`src/rtl/cdc_req_arbiter.sv`:
```
// Round-robin arbiter feeding one four-phase req/ack crossing; holds the winner's payload and ID on the bus.
// Latency: accept in cycle t, xreq/xdata/xid valid from edge t+1; ack seen SYNC_STAGES edges after it is sampled.
// Backpressure: in_ready pulses only in IDLE with ack_s low; a requester holds in_valid until it gets that pulse.
module cdc_req_arbiter #(
  parameter int N           = 4,
  parameter int W           = 8,
  parameter int SYNC_STAGES = 2,
  parameter int TIMEOUT     = 0,
  parameter int IDW         = (N > 1) ? $clog2(N) : 1
) (
  input  logic             clk_a,
  input  logic             reset,
  input  logic [N-1:0]     in_valid,
  input  logic [N*W-1:0]   in_data,
  output logic [N-1:0]     in_ready,
  output logic             xreq,
  output logic [W-1:0]     xdata,
  output logic [IDW-1:0]   xid,
  input  logic             ack_in,
  output logic             busy,
  output logic             timeout_err
);

  localparam logic [1:0] IDLE   = 2'd0;
  localparam logic [1:0] REQ_HI = 2'd1;
  localparam logic [1:0] REQ_LO = 2'd2;

  localparam int TMRW = (TIMEOUT > 1) ? $clog2(TIMEOUT + 1) : 1;
  localparam int TLIM = (TIMEOUT > 0) ? TIMEOUT - 1 : 0;

  logic [SYNC_STAGES-1:0] ack_sync;
  logic                   ack_s;
  logic [1:0]             state;
  logic [1:0]             state_nxt;
  logic [IDW-1:0]         ptr;
  logic [TMRW-1:0]        tmr;
  logic                   grant_vld;
  logic [IDW-1:0]         grant_id;
  logic [IDW:0]           cand;
  logic                   accept;

  always_ff @(posedge clk_a) begin
    if (reset) begin
      ack_sync <= '0;
    end else begin
      ack_sync <= {ack_sync[SYNC_STAGES-2:0], ack_in};
    end
  end

  assign ack_s = ack_sync[SYNC_STAGES-1];

  // First valid requester at or after ptr, wrapping; cand carries one extra bit so the wrap compare is exact.
  always_comb begin
    grant_vld = 1'b0;
    grant_id  = '0;
    cand      = '0;
    for (int i = 0; i < N; i++) begin
      cand = {1'b0, ptr} + (IDW + 1)'(i);
      if (cand >= (IDW + 1)'(N)) begin
        cand = cand - (IDW + 1)'(N);
      end
      if (!grant_vld && in_valid[cand[IDW-1:0]]) begin
        grant_vld = 1'b1;
        grant_id  = cand[IDW-1:0];
      end
    end
  end

  // Gated by reset so no accept is ever reported while the block is being cleared.
  assign accept = (state == IDLE) && !ack_s && grant_vld && !reset;

  always_comb begin
    for (int i = 0; i < N; i++) begin
      in_ready[i] = accept && (grant_id == IDW'(i));
    end
  end

  always_comb begin
    state_nxt = state;
    case (state)
      IDLE:    if (accept) state_nxt = REQ_HI;
      REQ_HI:  if (ack_s)  state_nxt = REQ_LO;
      REQ_LO:  if (!ack_s) state_nxt = IDLE;
      default: state_nxt = IDLE;
    endcase
  end

  always_ff @(posedge clk_a) begin
    if (reset) begin
      state       <= IDLE;
      xreq        <= 1'b0;
      xdata       <= '0;
      xid         <= '0;
      ptr         <= '0;
      tmr         <= '0;
      timeout_err <= 1'b0;
    end else begin
      state <= state_nxt;
      xreq  <= (state_nxt == REQ_HI);
      if (accept) begin
        xdata <= in_data[grant_id*W +: W];
        xid   <= grant_id;
        ptr   <= (grant_id == IDW'(N - 1)) ? '0 : grant_id + 1'b1;
      end
      // Counter saturates at TIMEOUT; the flag is set on the edge the count reaches it.
      if (state_nxt != state) begin
        tmr <= '0;
      end else if (state != IDLE && tmr != TMRW'(TIMEOUT)) begin
        tmr <= tmr + 1'b1;
      end
      if (TIMEOUT != 0 && state != IDLE && state_nxt == state && tmr == TMRW'(TLIM)) begin
        timeout_err <= 1'b1;
      end
    end
  end

  assign busy = (state != IDLE);

endmodule

```
`config.mk`:
```
export PLATFORM = sky130hd
export DESIGN_NAME = cdc_req_arbiter
export DESIGN_NICKNAME = d
export VERILOG_FILES = /design/src/rtl/cdc_req_arbiter.sv
export SDC_FILE = /design/constraint.sdc
export NUM_CORES = 1
export LEC_CHECK = 0
export ABC_AREA = 1
export BUFFER_PORTS_ARGS = -buffer_cell sky130_fd_sc_hd__clkbuf_2
export CORE_UTILIZATION = 45
export DETAILED_ROUTE_END_ITERATION = 8
export PLACE_DENSITY_LB_ADDON = 0.05
export SYNTH_ARGS = -nofsm -noshare
export SYNTH_HDL_FRONTEND = slang
export SYNTH_SLANG_ARGS = --single-unit
```
`constraint.sdc`:
```
create_clock -name clk_a -period 2.62 [get_ports clk_a]
set_clock_uncertainty 0.15 [all_clocks]
set_input_delay 0.655 -clock clk_a [delete_from_list [all_inputs] [get_ports clk_a]]
set_output_delay 0.655 -clock clk_a [all_outputs]
set_load 0.05 [all_outputs]
```
==> results of run 1 <==
[logic make-up after synthesis]
logic type / share of synthesized area
flops: 0.250
simple gates: 0.561
compound gates: 0.0495
fa+ha+maj: 0.0367
buf+inv: 0.100
other cells: 0.00275
[worst reg2reg max path, delay by kind of cell (launching register included)]
kind,cells,cell delay (ns)
buffers and inverters,6,0.88
and+or+nand+nor,6,0.63
DFF,1,0.36
AOI/OAI and AO/OA,1,0.20
[timing repair]
item                       CTS  global route
pin swaps                   14             4
cloned                       1             0
setup buffers                4             1
setup endpoints to repair    4             4
resized for setup           33             9
[how the worst max path moves through the flow]
stage,to,slack [ns],cells after the start,start
global placement,in_ready[1],-0.34,15,in_valid[3]
global route,in_ready[2],-0.32,13,ptr[0]
CTS,in_ready[1],-0.24,15,ptr[0]
detailed placement,in_ready[1],-0.36,15,in_valid[3]
floorplan,in_ready[0],-0.04,13,in_valid[3]
finish,in_ready[2],-0.22,14,in_valid[1]
[per-stage QoR]
| step | std cells | hold slack [ns] |
|---|---|---|
| 2_1_floorplan | 211 | 0.238 |
| 3_3_place_gp | 313 | 0.242 |
| 3_5_place_dp | 313 | 0.256 |
| 4_1_cts | 322 | 0.272 |
| 5_1_grt | 323 | 0.307 |
| 6_report | 323 | 0.267 |
[routing by layer]
layer / vias up / part of all wire / wire length [um] / GRT usage
met5: - / 0 / 0 / 0
met4: 0 / 0.0039 / 15 / 0.0348
met3: 4 / 0.051 / 197 / 0.0454
met2: 45 / 0.50 / 1940 / 0.447
met1: 692 / 0.45 / 1750 / 0.329
li1: 827 / - / - / -
[placed cells by master, fill, tap and decap left out, types with 2 or more instances in the layout]
| master | count |
|---|---|
| sky130_fd_sc_hd__o21ai_1 | 4 |
| sky130_fd_sc_hd__nand4_1 | 10 |
| sky130_fd_sc_hd__buf_8 | 4 |
| sky130_fd_sc_hd__nand2_4 | 18 |
| sky130_fd_sc_hd__inv_2 | 8 |
| sky130_fd_sc_hd__nor2_4 | 4 |
| sky130_fd_sc_hd__ha_4 | 3 |
| sky130_fd_sc_hd__a21oi_1 | 4 |
| sky130_fd_sc_hd__nor3_1 | 2 |
| sky130_fd_sc_hd__nand3_2 | 5 |
| sky130_fd_sc_hd__nand3_1 | 10 |
| sky130_fd_sc_hd__buf_4 | 26 |
| sky130_fd_sc_hd__inv_4 | 5 |
| sky130_fd_sc_hd__nand2_1 | 64 |
| sky130_fd_sc_hd__dfxtp_1 | 15 |
| sky130_fd_sc_hd__clkbuf_2 | 49 |
| sky130_fd_sc_hd__nand2_2 | 11 |
| sky130_fd_sc_hd__dfxtp_2 | 2 |
| sky130_fd_sc_hd__nand3_4 | 5 |
| sky130_fd_sc_hd__o21ai_0 | 4 |
| sky130_fd_sc_hd__inv_1 | 7 |
| sky130_fd_sc_hd__nor2_1 | 16 |
| sky130_fd_sc_hd__clkbuf_4 | 3 |
[layout make-up]
| class | count | area share |
|---|---|---|
| multi-input cells | 166 | 0.501 |
| repair buffers | 82 | 0.252 |
| flip-flops and latches | 17 | 0.158 |
| inverters | 22 | 0.0560 |
| well taps | 31 | 0.0179 |
| clock buffers | 4 | 0.0121 |
| repair inverters | 1 | 0.00289 |
[power by group through the flow]
stage / Combinational, mW / Clock [mW] / Sequential [mW]
6_report: 1.15 / 0.151 / 0.339
5_1_grt: 1.25 / 0.169 / 0.347
4_1_cts: 1.10 / 0.153 / 0.339
3_5_place_dp: 1.01 / 0 / 0.343
3_3_place_gp: 0.997 / 0 / 0.343
2_1_floorplan: 0.593 / 0 / 0.491
[state kept, by name (all words and copies together) (netlist names)]
signal / cells
ack_sync: 2
state: 2
ptr: 2
xdata: 8
xreq: 1
xid: 2
==> results, run 1 <==
- Measured on the finished design, the core utilization comes to 0.772.
- The arrival time of data at the critical path endpoint is 2.03 ns.
- Buffers inserted during clock tree synthesis total 3.
- The path with the worst hold slack has its endpoint at ack_sync[1].
- The flip-flop and latch count after synthesis is 17.
- The post-route setup TNS is -0.777 ns.
- The cell-internal power is 0.799 mW.
- The shortest clock period the worst path allows after layout is 2.84 ns.
- In this run the vertical extent of the chip is 57.1 um.
- The run finished, with violations left.
- The share of synthesized area occupied by flip-flops and latches is 0.250.
- The min-delay analysis places its worst path in the category flop to flop.
- The floorplan step defined a die boundary enclosing 3250 um^2.
- For this design the total switching power over the nets is 0.841 mW.
- The first global-routing pass estimated 6640 um of wire.
- The number of enable flip-flop cells after synthesis is 0.
- Summing every instance area after synthesis gives 1360 um^2.
- The total power is 1.64 mW.
- The repair_antennas step left the layout with diodes totalling 0.
- The checks that failed: design-rule violations, negative setup slack.
- VDD sags by at most 446 uV.
- TritonCTS built the clock tree.
- The dominant cell type by area after synthesis is sky130_fd_sc_hd__dfxtp_1.
- By area the synthesized netlist is led by sky130_fd_sc_hd__dfxtp_1 25%, sky130_fd_sc_hd__nand2_1 20%, sky130_fd_sc_hd__nand2_2 7.3%.
- Summing all placed instances gives a cell area of 1930 um^2.
- After detailed routing, the number of remaining DRC violations is 2.
- Of the post-synthesis cell area, the dominant cell type holds 0.250.
- In this run the mean area of a mapped cell was 6.46 um^2.
- STA classifies the critical path startpoint as a primary input.
- The count of buffers added on input and output ports is 54.
- The iteration-0 DRC count of the detailed router is 55.
- Counting instances in the post-synthesis netlist gives the leading cell types as 73 x sky130_fd_sc_hd__nand2_1, 20 x sky130_fd_sc_hd__nor2_1, 17 x sky130_fd_sc_hd__dfxtp_1, 17 x sky130_fd_sc_hd__inv_1, 16 x sky130_fd_sc_hd__nand2_2.
- The critical path data required time is 1.81 ns.
- The combined flip-flop and latch cell area is 343 um^2.
- The nature of the critical path endpoint is an output pin.
- The switching share of total power is 0.513.
- The buffer and inverter count on the worst path is 5.
- The startpoint identified for the worst register-to-register timing path is ptr[1].
- The number of vias per cell after detailed routing is 4.85.
- The depth of the worst hold-timing path is 2.
- The horizontal extent of the die is 57.1 um.
- The maximum clock frequency is 352 MHz.
- Setup repair after global routing could not meet its margin everywhere.
- The tree is rooted in a sky130_fd_sc_hd__clkbuf_4.
- The dominant cell by count in the synthesized netlist is sky130_fd_sc_hd__nand2_1.
- The worst register-to-register path has a depth of 13.
- The congestion estimate from routability-driven global placement came to 0.803.
- Along the worst path, the maximum fanout reaches 4.
- The family with the most delay on the worst path is simple AND/OR/NAND/NOR gates.
- The number of antenna violations at the first check in global routing was 0.
- The starting density of the core is 0.486.
- The critical-path cell with the highest stage delay is sky130_fd_sc_hd__nor2_8.
- The path type of the worst setup path is primary input to output pin.
- The total vias in the final route is 1568.
- The share of power burned in the clock network is 0.092.
- The sink count of the clock tree is 17.
- The power per cell area is 757 nW/um^2.
- Buffers inserted to repair hold after CTS numbered 0.
- CTS built an H-tree with a depth of 1.
- The share of post-route cells with drive strength above 1 is 0.524.
- The combinational share of power is 0.701.
- The static power due to leakage is 1.15 nW.
- Walking the worst path, the cells encountered are clkbuf_2, inv_2, nand2_2, nand3_4, nand2_4, nor2_8, nand2_1, nand3_2, nand2_4, inv_4, ha_4, inv_4, nor2_4, buf_8.
- The number of synthesis warnings is 0.
- Entering global routing, the biggest net connects 15 pins.
- The clock slew at the register clock pins of the worst setup and hold paths is 0.11 ns.
- The count of antenna-violating nets left after detailed routing is 0.
- The final instance area is 2170 um^2.
- The floorplan has 19 rows.
- The register-to-register setup slack is 0.28 ns.
- The number of hold violations in the final report is 0.
- The via count of the first global-routing pass is 1553.
- After global routing the overflow that remains totals 0.
- In this run the critical register-to-register path is captured at xdata[6].
- The synthesized netlist cell count is 211.
- The final max-slew violation count was 0.
- The fraction of the cycle the final worst path needs is 1.08.
- The post-detailed-placement half-perimeter wirelength is 2830 um.
- The number of buffers between clock root and the deepest sink is 2.
- The number of unique standard cell types used by synthesis is 27.
- Fill cells in the final layout number 230.
- The fraction of power consumed by sequential logic is 0.207.
- The relative area change from synthesis to final layout is 58.8%.
- The overall global routing resource usage is 0.253.
- Setup slack on the critical path of the routed design comes to -0.219 ns.
- For this run, the post-layout net count is 336.
- In the final routed layout, each cell accounts on average for 12.1 um.
- Clock latency on the worst-skew pair, taken at its later pin, is 0.29 ns.
- In the synthesized netlist the async set-or-reset flop fraction comes to 0.
- The aggregate routed wire length is 3900 um.
- The count of boundary I/O pins is 56.
- The start point of the worst hold path is ack_sync[0].
- The count of TritonRoute iterations in the first routing pass is 8.
- Setup violations remaining at the end of the flow were counted as 4.
- The area of the multi-input gates is 1080 um^2.
- The maximum cell stage delay along the critical path is 0.15 ns.
- Prior to clock tree synthesis, the placed netlist has a worst setup slack of -0.361 ns.
- The number of nets handed over by synthesis was 254.
- The max-capacitance violation count is 0.
- The region available for standard cell placement spans 2810 um^2.
- The most used flip-flop cell after synthesis is sky130_fd_sc_hd__dfxtp_1.
(Power assumes the default switching activity.)
==> run 2: changes to the inputs <==
GPL_ROUTABILITY_DRIVEN = 0   (was unset)
SETUP_SLACK_MARGIN = 0.5   (was unset)
==> results, run 2 (same netlist as run 1, synthesis figures left out) <==
- The analysis attributes to cell leakage a power of 1.20 nW.
- The number of antenna violations at the first check in global routing is 0.
- The number of cells in the finished layout apart from fillers is 327.
- The topmost layer with routed signal wires is met4.
- After layout, the design draws a total of 1.68 mW.
- Wire segments on met3 add up to 148 um in the final route.
- The routed layout has 1638 vias.
- On the critical path, the stage with the largest delay is an instance of sky130_fd_sc_hd__dfxtp_4.
- The first global-routing pass estimated 6150 um of wire.
- In this run the vertical extent of the chip is 57.1 um.
- The sum of overflow across all layers after global routing is 0.
- The run finished, with violations left.
- The number of instances in the placed design is 313.
- The met2 wirelength from detailed routing is 1880 um.
- The number of buffers between clock root and the deepest sink is 2.
- The most common cell after layout, fill and taps aside is sky130_fd_sc_hd__nand2_1.
- The start point of the worst hold path is ack_sync[0].
- The die covers 3250 um^2.
- The maximum clock frequency is 353 MHz.
- For this block, the initial DRC count from the detailed router was 70.
- The detail route stage leaves a number of antenna-violating nets equal to 0.
- xdata holds more flip-flops than any other register.
- The dominant cell type by count on the critical path is sky130_fd_sc_hd__nand2_4.
- The worst path setup slack after routing is -0.215 ns.
- The count of filler cells inserted in the layout is 221.
- The max-capacitance violation count is 0.
- Clock tree synthesis selected as its root buffer the cell sky130_fd_sc_hd__clkbuf_4.
- In this run the register-to-register setup slack is 0.45 ns.
- Traced cell by cell, the critical path runs through buf_8, nand2_4, nand2_4, nand2_4, nand2_4, nor2_8, nand4_1, nand2_4, inv_4, ha_4, inv_2, nor2_4, buf_8.
- The number of hold violations in the final report was 0.
- The share of post-route cells with drive strength above 1 is 0.534.
- The number of flip-flops under the largest register name is 8.
- The maximum number of pins on one net before global-route repair is 15.
- The family with the most delay on the worst path is simple AND/OR/NAND/NOR gates.
- The class of the worst hold path is flop to flop.
- TritonCTS built the clock tree.
- The buffer and inverter count on the worst path is 4.
- In this run the power density over the cells is 756 nW/um^2.
- The worst-case setup slack after placement is -0.361 ns.
- In this design, the stage delay of the slowest critical-path cell is 0.39 ns.
- The count of boundary I/O pins is 56.
- After detailed routing, the wire length on met1 is 1760 um.
- STA classifies the critical path endpoint as an output pin.
- In the layout the commonest cells are 63 x sky130_fd_sc_hd__nand2_1, 49 x sky130_fd_sc_hd__clkbuf_2, 29 x sky130_fd_sc_hd__buf_4.
- Dividing the final minimum period by the clock period gives 1.08.
- Detailed placement finished with a half-perimeter wire length of 2780 um.
- The count of endpoints failing setup in the final report is 4.
- The final routed DRC violation total is 2.
- The number of core rows is 19.
- The count of buffers inserted at the top-level ports is 54.
- The smallest clock period supported by the final layout is computed as 2.84 ns.
- The critical path is of the flop to output pin type.
- The region available for standard cell placement spans 2810 um^2.
- The number of diodes added for antenna fixing is 0.
- The overall global routing resource usage is 0.239.
- For the worst flop-to-flop path, the logic depth is 14.
- The final reports fail on design-rule violations, negative setup slack.
- For this design, the sink count on the clock tree is 17.
- The starting density of the core is 0.486.
- Dividing the detail-routed wire length by the instance count gives 11.8 um.
- The reg-to-reg critical path endpoint is xdata[2].
- The clock latency reported for the late side of the worst-skew pair is 0.30 ns.
- The count of H-tree levels built during CTS is 1.
- The source of the worst register-to-register timing path is ptr[1].
- The number of buffers inserted for hold repair after clock tree synthesis is 0.
- The number of nets in the layout is 340.
- The arrival time of data at the critical path endpoint is 2.03 ns.
- Before antenna repair, the detailed router went through 6 iterations.
- The final max-slew violation count is 0.
- The depth of the worst hold-timing path is 2.
- Compared with the post-synthesis result, the final layout area differs by 62.8%.
- The path with the worst hold slack has its endpoint at ack_sync[1].
- Counting the buffers created by CTS gives 3.
- Setup repair after global routing could not meet its margin everywhere.
- The routed design has 3850 um of wire.
- The category of the worst setup path launch point is a flop.
- The via count of the first global-routing pass was 1502.
- Dividing the detail-routed via count by the number of cells gives 5.01.
- The clock slew at the register clock pins of the worst setup and hold paths is 0.11 ns.
- The largest vdd supply drop is 457 uV.
- The critical path data required time is 1.81 ns.
- In this run the worst path has a maximum fanout of 6.
- The horizontal extent of the die is 57.1 um.
run 2: changes by cell type in the layout (fill, tap and decap cells not counted), sizes merged:
cell / delta
buf: +4
clkinv: +1
inv: -1
run 2: worst max path at each step:
| stage | start | end | depth (start not counted) |
|---|---|---|---|
| 4_1_cts | ptr[0] | in_ready[1] | 14 |
| 3_5_place_dp | in_valid[3] | in_ready[3] | 14 |
| 5_1_grt | ptr[0] | in_ready[3] | 13 |
| 3_3_place_gp | in_valid[3] | in_ready[3] | 13 |
| 2_1_floorplan | in_valid[3] | in_ready[0] | 13 |
| 6_report | ptr[0] | in_ready[3] | 13 |
run 2: routing by layer:
layer | up-vias | track usage
li1 | 844 | -
met1 | 739 | 0.293
met2 | 49 | 0.427
met3 | 6 | 0.0295
met4 | 0 | 0.0871
met5 | - | 0
run 2: power by group:
part | switching [mW] | total, mW | internal, mW
Sequential | 0.0291 | 0.339 | 0.310
Clock | 0.0936 | 0.150 | 0.0569
Combinational | 0.733 | 1.19 | 0.454
Total | 0.856 | 1.68 | 0.821
run 2: final cells by class:
| class | instances | area [um^2] | share of cell area |
|---|---|---|---|
| Tap cell | 31 | 38.8 | 0.0175 |
| Multi-Input combinational cell | 166 | 1100 | 0.496 |
| Sequential cell | 17 | 344 | 0.155 |
| Clock inverter | 1 | 5.00 | 0.00225 |
| Timing Repair Buffer | 87 | 584 | 0.263 |
| Inverter | 22 | 124 | 0.0558 |
| Clock buffer | 3 | 22.5 | 0.0101 |
run 2: worst reg2reg max path, cell delays in order, from the launching register on:
cell and delay [ns]:
sky130_fd_sc_hd__dfxtp_1 0.37, sky130_fd_sc_hd__buf_4 0.17, sky130_fd_sc_hd__nand2_2 0.08, sky130_fd_sc_hd__nand2_4 0.10
sky130_fd_sc_hd__nand2_4 0.06, sky130_fd_sc_hd__nand2_4 0.09, sky130_fd_sc_hd__nor2_8 0.05, sky130_fd_sc_hd__nand3_4 0.08
sky130_fd_sc_hd__buf_6 0.17, sky130_fd_sc_hd__nand2_8 0.11, sky130_fd_sc_hd__buf_6 0.17, sky130_fd_sc_hd__inv_4 0.09
sky130_fd_sc_hd__nand3_4 0.12, sky130_fd_sc_hd__o21ai_0 0.19, sky130_fd_sc_hd__nor2_1 0.06
run 2: repair_timing:
action | in CTS | in global routing
pin swaps | 11 | 8
setup buffers | 5 | 5
hold endpoints to repair | 0 | 0
resized for setup | 37 | 12
setup endpoints to repair | 16 | 12
run 2: metrics by stage:
stage / utilization / hold WS [ns] / setup TNS [ns] / cell area (um^2)
final: 0.791 / 0.264 / -0.792 / 2220
after global routing: 0.791 / 0.300 / -1.14 / 2220
after CTS: 0.765 / 0.266 / -0.891 / 2150
after detailed placement: 0.687 / 0.250 / -1.99 / 1930
after global placement: 0.687 / 0.241 / -1.81 / 1930
after floorplan: - / 0.238 / -0.151 / 1490
